<file path="src/rtl/mem_arb_pkg.sv">
// Shared types and defaults for the fetch/data memory port arbiter.
package mem_arb_pkg;

  localparam int unsigned ADDR_W = 32;
  localparam int unsigned DATA_W = 32;
  localparam int unsigned BE_W   = 4;

  localparam int unsigned       DEF_MAX_D_BURST = 4;
  localparam int unsigned       DEF_TIMEOUT     = 255;
  localparam logic [DATA_W-1:0] DEF_ERR_RDATA   = 32'h0000_0000;

  typedef enum logic [2:0] {
    IDLE   = 3'd0,
    BUSY_I = 3'd1,
    BUSY_D = 3'd2,
    DONE_I = 3'd3,
    DONE_D = 3'd4
  } arb_state_e;

  typedef enum logic {
    REQ_I = 1'b0,
    REQ_D = 1'b1
  } req_id_e;

  // Payload driven onto the memory port for one granted transaction.
  typedef struct packed {
    logic              we;
    logic [ADDR_W-1:0] addr;
    logic [DATA_W-1:0] wdata;
    logic [BE_W-1:0]   be;
  } mem_cmd_t;

  function automatic arb_state_e busy_state(input req_id_e id);
    return (id == REQ_I) ? BUSY_I : BUSY_D;
  endfunction

  function automatic arb_state_e done_state(input req_id_e id);
    return (id == REQ_I) ? DONE_I : DONE_D;
  endfunction

  // Fetches are full-word reads.
  function automatic mem_cmd_t fetch_cmd(input logic [ADDR_W-1:0] addr);
    mem_cmd_t cmd;
    cmd.we    = 1'b0;
    cmd.addr  = addr;
    cmd.wdata = '0;
    cmd.be    = '1;
    return cmd;
  endfunction

endpackage

</file>
<file path="src/rtl/mem_arb_watchdog.sv">
// Busy-cycle counter that flags a memory transaction as hung after TIMEOUT cycles.
module mem_arb_watchdog
  import mem_arb_pkg::*;
#(
  parameter int unsigned TIMEOUT = DEF_TIMEOUT
) (
  input  logic clk,
  input  logic reset,
  input  logic clr,
  input  logic en,
  output logic expire_c
);

  localparam int unsigned          CNT_W    = (TIMEOUT > 0) ? $clog2(TIMEOUT + 1) : 1;
  localparam logic [CNT_W-1:0]     LAST_CNT = CNT_W'(TIMEOUT - 1);
  localparam bit                   ENABLED  = (TIMEOUT != 0);

  logic [CNT_W-1:0] cnt_q;

  always_ff @(posedge clk) begin
    if (reset || clr) begin
      cnt_q <= '0;
    end else if (en) begin
      cnt_q <= cnt_q + CNT_W'(1);
    end
  end

  // Expiry only counts a cycle without m_ack, so a late ack still wins.
  assign expire_c = ENABLED && en && (cnt_q == LAST_CNT);

endmodule

</file>
<file path="src/rtl/mem_port_arbiter.sv">
// Shares one memory port between the fetch (read-only) and data (read/write)
// requesters: data priority with bounded fetch starvation, plus a hang watchdog.
module mem_port_arbiter
  import mem_arb_pkg::*;
#(
  parameter int unsigned       MAX_D_BURST = DEF_MAX_D_BURST,
  parameter int unsigned       TIMEOUT     = DEF_TIMEOUT,
  parameter logic [DATA_W-1:0] ERR_RDATA   = DEF_ERR_RDATA
) (
  input  logic              clk,
  input  logic              reset,

  input  logic              i_req,
  input  logic [ADDR_W-1:0] i_addr,
  output logic              i_ack,
  output logic [DATA_W-1:0] i_rdata,

  input  logic              d_req,
  input  logic              d_we,
  input  logic [ADDR_W-1:0] d_addr,
  input  logic [DATA_W-1:0] d_wdata,
  input  logic [BE_W-1:0]   d_be,
  output logic              d_ack,
  output logic [DATA_W-1:0] d_rdata,

  output logic              m_req,
  output logic              m_we,
  output logic [ADDR_W-1:0] m_addr,
  output logic [DATA_W-1:0] m_wdata,
  output logic [BE_W-1:0]   m_be,
  input  logic              m_ack,
  input  logic [DATA_W-1:0] m_rdata,

  output logic              bus_err
);

  localparam int unsigned        BURST_W   = (MAX_D_BURST > 0) ? $clog2(MAX_D_BURST + 1) : 1;
  localparam logic [BURST_W-1:0] BURST_MAX = BURST_W'(MAX_D_BURST);

  arb_state_e        state_q, state_d;
  logic [BURST_W-1:0] burst_q, burst_d;
  mem_cmd_t          cmd_q, cmd_d;
  logic              m_req_q, m_req_d;
  logic              i_ack_q, i_ack_d;
  logic              d_ack_q, d_ack_d;
  logic              bus_err_q, bus_err_d;
  logic [DATA_W-1:0] i_rdata_q, i_rdata_d;
  logic [DATA_W-1:0] d_rdata_q, d_rdata_d;

  mem_cmd_t          i_cmd_c, d_cmd_c;
  logic              grant_d_c;
  req_id_e           grant_id_c, owner_c;
  logic [BURST_W-1:0] burst_inc_c;
  logic [DATA_W-1:0] done_rdata_c;
  logic              wd_clr_c, wd_en_c, wd_expire_c;

  assign i_cmd_c = fetch_cmd(i_addr);
  assign d_cmd_c = '{we: d_we, addr: d_addr, wdata: d_wdata, be: d_be};

  // Data wins unless fetch has already been passed over MAX_D_BURST times.
  assign grant_d_c   = d_req && (!i_req || (burst_q < BURST_MAX));
  assign grant_id_c  = grant_d_c ? REQ_D : REQ_I;
  assign burst_inc_c = (burst_q == BURST_MAX) ? burst_q : burst_q + BURST_W'(1);

  assign owner_c      = (state_q == BUSY_I) ? REQ_I : REQ_D;
  assign done_rdata_c = m_ack ? m_rdata : ERR_RDATA;

  mem_arb_watchdog #(
    .TIMEOUT (TIMEOUT)
  ) u_watchdog (
    .clk      (clk),
    .reset    (reset),
    .clr      (wd_clr_c),
    .en       (wd_en_c),
    .expire_c (wd_expire_c)
  );

  // Next-state and next-output logic.
  always_comb begin
    state_d   = state_q;
    burst_d   = burst_q;
    cmd_d     = cmd_q;
    m_req_d   = m_req_q;
    i_ack_d   = 1'b0;
    d_ack_d   = 1'b0;
    bus_err_d = 1'b0;
    i_rdata_d = i_rdata_q;
    d_rdata_d = d_rdata_q;
    wd_clr_c  = 1'b0;
    wd_en_c   = 1'b0;

    case (state_q)
      IDLE: begin
        if (d_req || i_req) begin
          cmd_d    = grant_d_c ? d_cmd_c : i_cmd_c;
          m_req_d  = 1'b1;
          state_d  = busy_state(grant_id_c);
          wd_clr_c = 1'b1;
          burst_d  = (grant_d_c && i_req) ? burst_inc_c : '0;
        end
      end

      BUSY_I, BUSY_D: begin
        wd_en_c = !m_ack;
        if (m_ack || wd_expire_c) begin
          m_req_d   = 1'b0;
          bus_err_d = !m_ack;
          state_d   = done_state(owner_c);
          if (owner_c == REQ_I) begin
            i_ack_d   = 1'b1;
            i_rdata_d = done_rdata_c;
          end else begin
            d_ack_d   = 1'b1;
            d_rdata_d = done_rdata_c;
          end
        end
      end

      DONE_I, DONE_D: begin
        state_d = IDLE;
      end

      default: begin
        state_d = IDLE;
        m_req_d = 1'b0;
      end
    endcase
  end

  always_ff @(posedge clk) begin
    if (reset) begin
      state_q   <= IDLE;
      burst_q   <= '0;
      cmd_q     <= '0;
      m_req_q   <= 1'b0;
      i_ack_q   <= 1'b0;
      d_ack_q   <= 1'b0;
      bus_err_q <= 1'b0;
      i_rdata_q <= '0;
      d_rdata_q <= '0;
    end else begin
      state_q   <= state_d;
      burst_q   <= burst_d;
      cmd_q     <= cmd_d;
      m_req_q   <= m_req_d;
      i_ack_q   <= i_ack_d;
      d_ack_q   <= d_ack_d;
      bus_err_q <= bus_err_d;
      i_rdata_q <= i_rdata_d;
      d_rdata_q <= d_rdata_d;
    end
  end

  assign m_req   = m_req_q;
  assign m_we    = cmd_q.we;
  assign m_addr  = cmd_q.addr;
  assign m_wdata = cmd_q.wdata;
  assign m_be    = cmd_q.be;
  assign i_ack   = i_ack_q;
  assign i_rdata = i_rdata_q;
  assign d_ack   = d_ack_q;
  assign d_rdata = d_rdata_q;
  assign bus_err = bus_err_q;

endmodule

</file>
<file path="config.mk">
export PLATFORM = sky130hd
export DESIGN_NAME = mem_port_arbiter
export DESIGN_NICKNAME = d
export VERILOG_FILES = /design/src/rtl/mem_arb_pkg.sv /design/src/rtl/mem_arb_watchdog.sv /design/src/rtl/mem_port_arbiter.sv
export SDC_FILE = /design/constraint.sdc
export NUM_CORES = 1
export LEC_CHECK = 0
export ABC_CLOCK_PERIOD_IN_PS = 1750
export BUFFER_PORTS_ARGS = -buffer_cell sky130_fd_sc_hd__buf_4
export CORE_ASPECT_RATIO = 0.6
export CORE_MARGIN = 2
export CORE_UTILIZATION = 40
export DETAILED_ROUTE_END_ITERATION = 8
export PLACE_DENSITY = 0.72
export SYNTH_ARGS = -nofsm -noshare
export SYNTH_HDL_FRONTEND = slang
export SYNTH_SLANG_ARGS = --single-unit
</file>
<file path="constraint.sdc">
create_clock -name clk -period 1.75 [get_ports clk]
set_clock_uncertainty 0.2 [all_clocks]
set_input_delay 0.175 -clock clk [delete_from_list [all_inputs] [get_ports clk]]
set_output_delay 0.175 -clock clk [all_outputs]
set_load 0.05 [all_outputs]
</file>
==> results.sh <==
export IMPL_status="finished, violations left"
export IMPL_violations="setup timing"
export IMPL_critPathLaunchType="register"
export IMPL_grt_max_degree=61
export IMPL_clock_path_buffers=2
export IMPL_grt_ovfl_total=0
export IMPL_vias_per_cell=5.673
export IMPL_port_buffers=274
export IMPL_hold_viol_final=0
export IMPL_maxCapViolCount=0
export IMPL_post_route_period_util_pct=101.9
export IMPL_num_vias=6808
export IMPL_worst_slew_pin_slew_ns=0.5704
export IMPL_drtPass1Iterations=5
export IMPL_cts_sinks=151
export IMPL_grt_usage_pct=25.48
export IMPL_cp_data_required_time_ns=1.84
export IMPL_pin_count=275
export IMPL_crit_chain="buf_6 -> nor3b_4 -> buf_4 -> buf_12 -> a31oi_1 -> a311oi_1"
export IMPL_relSlewSlack_pct=61.97
export IMPL_finalSetupViolCount=9
export IMPL_worst_path_max_delay_cell="a311oi_1"
export IMPL_grt_pass1_vias=6659
export IMPL_antenna_left=0
export IMPL_drive_gt1_share_pct=42.73
export IMPL_grt_pass1_wl_um=33650
export IMPL_p_per_area_nw_per_um2=962.4
export IMPL_place_area_um2=8477
export IMPL_synthFlopType="dfxtp_1"
export IMPL_rrSetupSlack_ns=-0.03
export IMPL_ir_drop_mv=0.6576
export IMPL_fin_util_pct=72.88
export IMPL_maxSlewViolCount=0
export IMPL_syn2layout_area_growth_pct=80.34
export IMPL_cts_made_buffers=17
export IMPL_rsz0062_at_grt="yes"
export IMPL_synth_cell_type_count=45
export IMPL_remaining_drc_errors=0
export IMPL_synth_area_per_cell_um2=10.83
export IMPL_start_util_pct=40.41
export IMPL_path_max_fanout=17
export IMPL_fin_area_um2=11070
export IMPL_crit_type="reg -> reg"
export IMPL_place_hpwl_um=12600
export IMPL_synthesis_nets=709
export IMPL_hold_path_end="state_q[0]$_SDFFE_PP0P_"
export IMPL_die_h_um=99.98
export IMPL_end_kind="register"
export IMPL_crit_arrival_ns=1.88
export IMPL_synth_seq_cells=151
export IMPL_clockRootBuffer="clkbuf_16"
export IMPL_wl_um=24060
export IMPL_finalWeightedCongestion=0.8211
export IMPL_hold_start="m_ack"
export IMPL_row_count=35
export IMPL_antenna_cells=0
export IMPL_netlist_area_um2=6141
export IMPL_rr_startpoint="state_q[1]$_SDFFE_PP0P_"
export IMPL_yosys_warnings=0
export IMPL_p_leak_nw=4.664
export IMPL_fin_crit_ns=1.783
export IMPL_max_stage_delay_ns=0.36
export IMPL_rr_endpoint="d_rdata[15]$_SDFFE_PP0P_"
export IMPL_cts_tree="yes"
export IMPL_synthCells=567
export IMPL_drtIter0Drc=617
export IMPL_nets=1126
export IMPL_core_um2=15200
export IMPL_die_area_um2=16390
export IMPL_cts_clk_slew_worst_paths_ns=0.06
export IMPL_antenna_found_initial=0
export IMPL_wire_per_inst_um=20.05
export IMPL_cts_max_level=4
export IMPL_ys_seq_area_share_pct=49.23
export IMPL_synth_edf_count=0
export IMPL_final_setup_worst_slack_ns=-0.03317
export IMPL_hp_class="in -> reg"
export IMPL_hold_depth=4
export IMPL_fmax_mhz=560.8
export IMPL_clock_latency_ns=0.40
export IMPL_die_w_um=164.0
export IMPL_async_reset_ff_share_pct=0
export IMPL_rr_worst_depth=6
[registers in the layout (all words and copies together), names as in the netlist]
name              count
m_be                  4
m_addr               32
state_q               3
d_rdata              32
burst_q               3
m_wdata              32
i_ack                 1
bus_err               1
m_we                  1
m_req                 1
i_rdata              32
d_ack                 1
u_watchdog.cnt_q      8
[critical path, delay by kind of cell, from the launching register on]
family	cells	cell delay [ns]
compound gates	2	0.48
flops	1	0.35
simple gates	1	0.19
buf+inv	3	0.44
[synth_stat cells (2+ instances only)]
cell type    n  area [um2]
a21oi_1     11       55.05
a22o_1      33       289.0
a311oi_1    65       569.3
a31oi_1     64       400.4
and3b_1      4       35.03
buf_1       10       37.54
buf_12       3       60.06
buf_2       14       70.07
buf_6        3       33.78
clkbuf_1    33       123.9
dfxtp_1    151        3023
ha_1         4       50.05
inv_1        4       15.01
mux2i_1     35       350.3
nand2_1     35       131.4
nand2b_1     3       18.77
nand3_1      6       30.03
nand4_1      2       12.51
nor2_1       9       33.78
nor2b_1      2       12.51
nor3b_1      2       15.01
nor4_1       3       18.77
o21ai_0      9       45.04
o2bb2ai_1    6       52.55
o2bb2ai_2   30       450.4
o31ai_1      3       22.52
or2_2        2       12.51
or3_1        2       12.51
or4_1        3       22.52
[area by class of cell]
class	count	area (um2)
Timing Repair Buffer	462	4240
Fill cell	973	4121
Sequential cell	151	3028
Multi-Input combinational cell	348	2979
Clock buffer	20	436.7
Tap cell	203	254.0
Clock inverter	12	121.4
Inverter	4	15.01
[kinds of logic after synthesis]
kind of cell | after synthesis | synth area share [%]
compound gates | 229 | 31.78
flops | 151 | 49.23
simple gates | 78 | 6.520
buf+inv | 68 | 5.664
mux | 35 | 5.705
fa+ha+maj | 4 | 0.8150
xor+xnor | 2 | 0.2853
[placed cells by master, fill, tap and decap left out, drive strengths merged, types with 4 or more instances in the layout]
master	n
o2bb2ai	36
clkbuf	32
nand3	6
and3b	4
o21ai	9
ha	4
buf	313
a21oi	11
dfxtp	151
dlygate4sd3	135
clkinvlp	6
a31oi	64
inv	8
nor2	9
a311oi	65
a22o	33
mux2i	35
nand2	35
[repair_timing]
| item | in CTS | in global routing |
|---|---|---|
| buffers inserted | 0 | 9 |
| gates resized for setup | 6 | 32 |
| pin swaps | 7 | 19 |
| hold buffers | 135 | 0 |
| cloned | 3 | 14 |
| endpoints found under the hold margin | 134 | 0 |
| endpoints found under the setup margin | 63 | 140 |
[where the power goes]
part           switching [W]  internal (W)
combinational        0.00189       0.00136
sequential          0.000183       0.00370
clock                0.00153       0.00198
[per-stage QoR]
stage	TNS [ns]	worst slack [ns]	std cells	total power, W	hold slack (ns)
after floorplan	-7.025	-0.1513	567	0.005593	0.1005
after global placement	-0.02207	-0.02207	1007	0.006438	0.1853
after detailed placement	-1.133	-0.05422	1007	0.006524	0.1883
after CTS	0	0.002601	1177	0.01039	0.002843
after global routing	-2.457	-0.07981	1200	0.01100	0.02181
final	-0.1014	-0.03317	1200	0.01066	0.01345
[routing by layer]
metal  up-vias  wire, um  global-route usage, %
met5         -         0                      0
met4         0       782                  11.81
met3        81      1598                  4.463
met2       367     12070                  45.38
met1      3258      9613                  30.10
li1       3102         -                      -
[how the worst max path moves through the flow]
stage                                        from                               end  depth (start not counted)
after floorplan           state_q[0]$_SDFFE_PP0P_           m_addr[10]$_SDFFE_PP0P_                          7
after global placement    state_q[2]$_SDFFE_PP0P_  u_watchdog.cnt_q[4]$_SDFFE_PP0P_                          4
after detailed placement  state_q[2]$_SDFFE_PP0P_  u_watchdog.cnt_q[4]$_SDFFE_PP0P_                          4
after CTS                 state_q[0]$_SDFFE_PP0P_                 m_we$_SDFFE_PP0P_                          6
after global routing      state_q[1]$_SDFFE_PP0P_          d_rdata[15]$_SDFFE_PP0P_                          6
final                     state_q[1]$_SDFFE_PP0P_          d_rdata[15]$_SDFFE_PP0P_                          6
No activity file was read; power rests on OpenSTA's default activity.
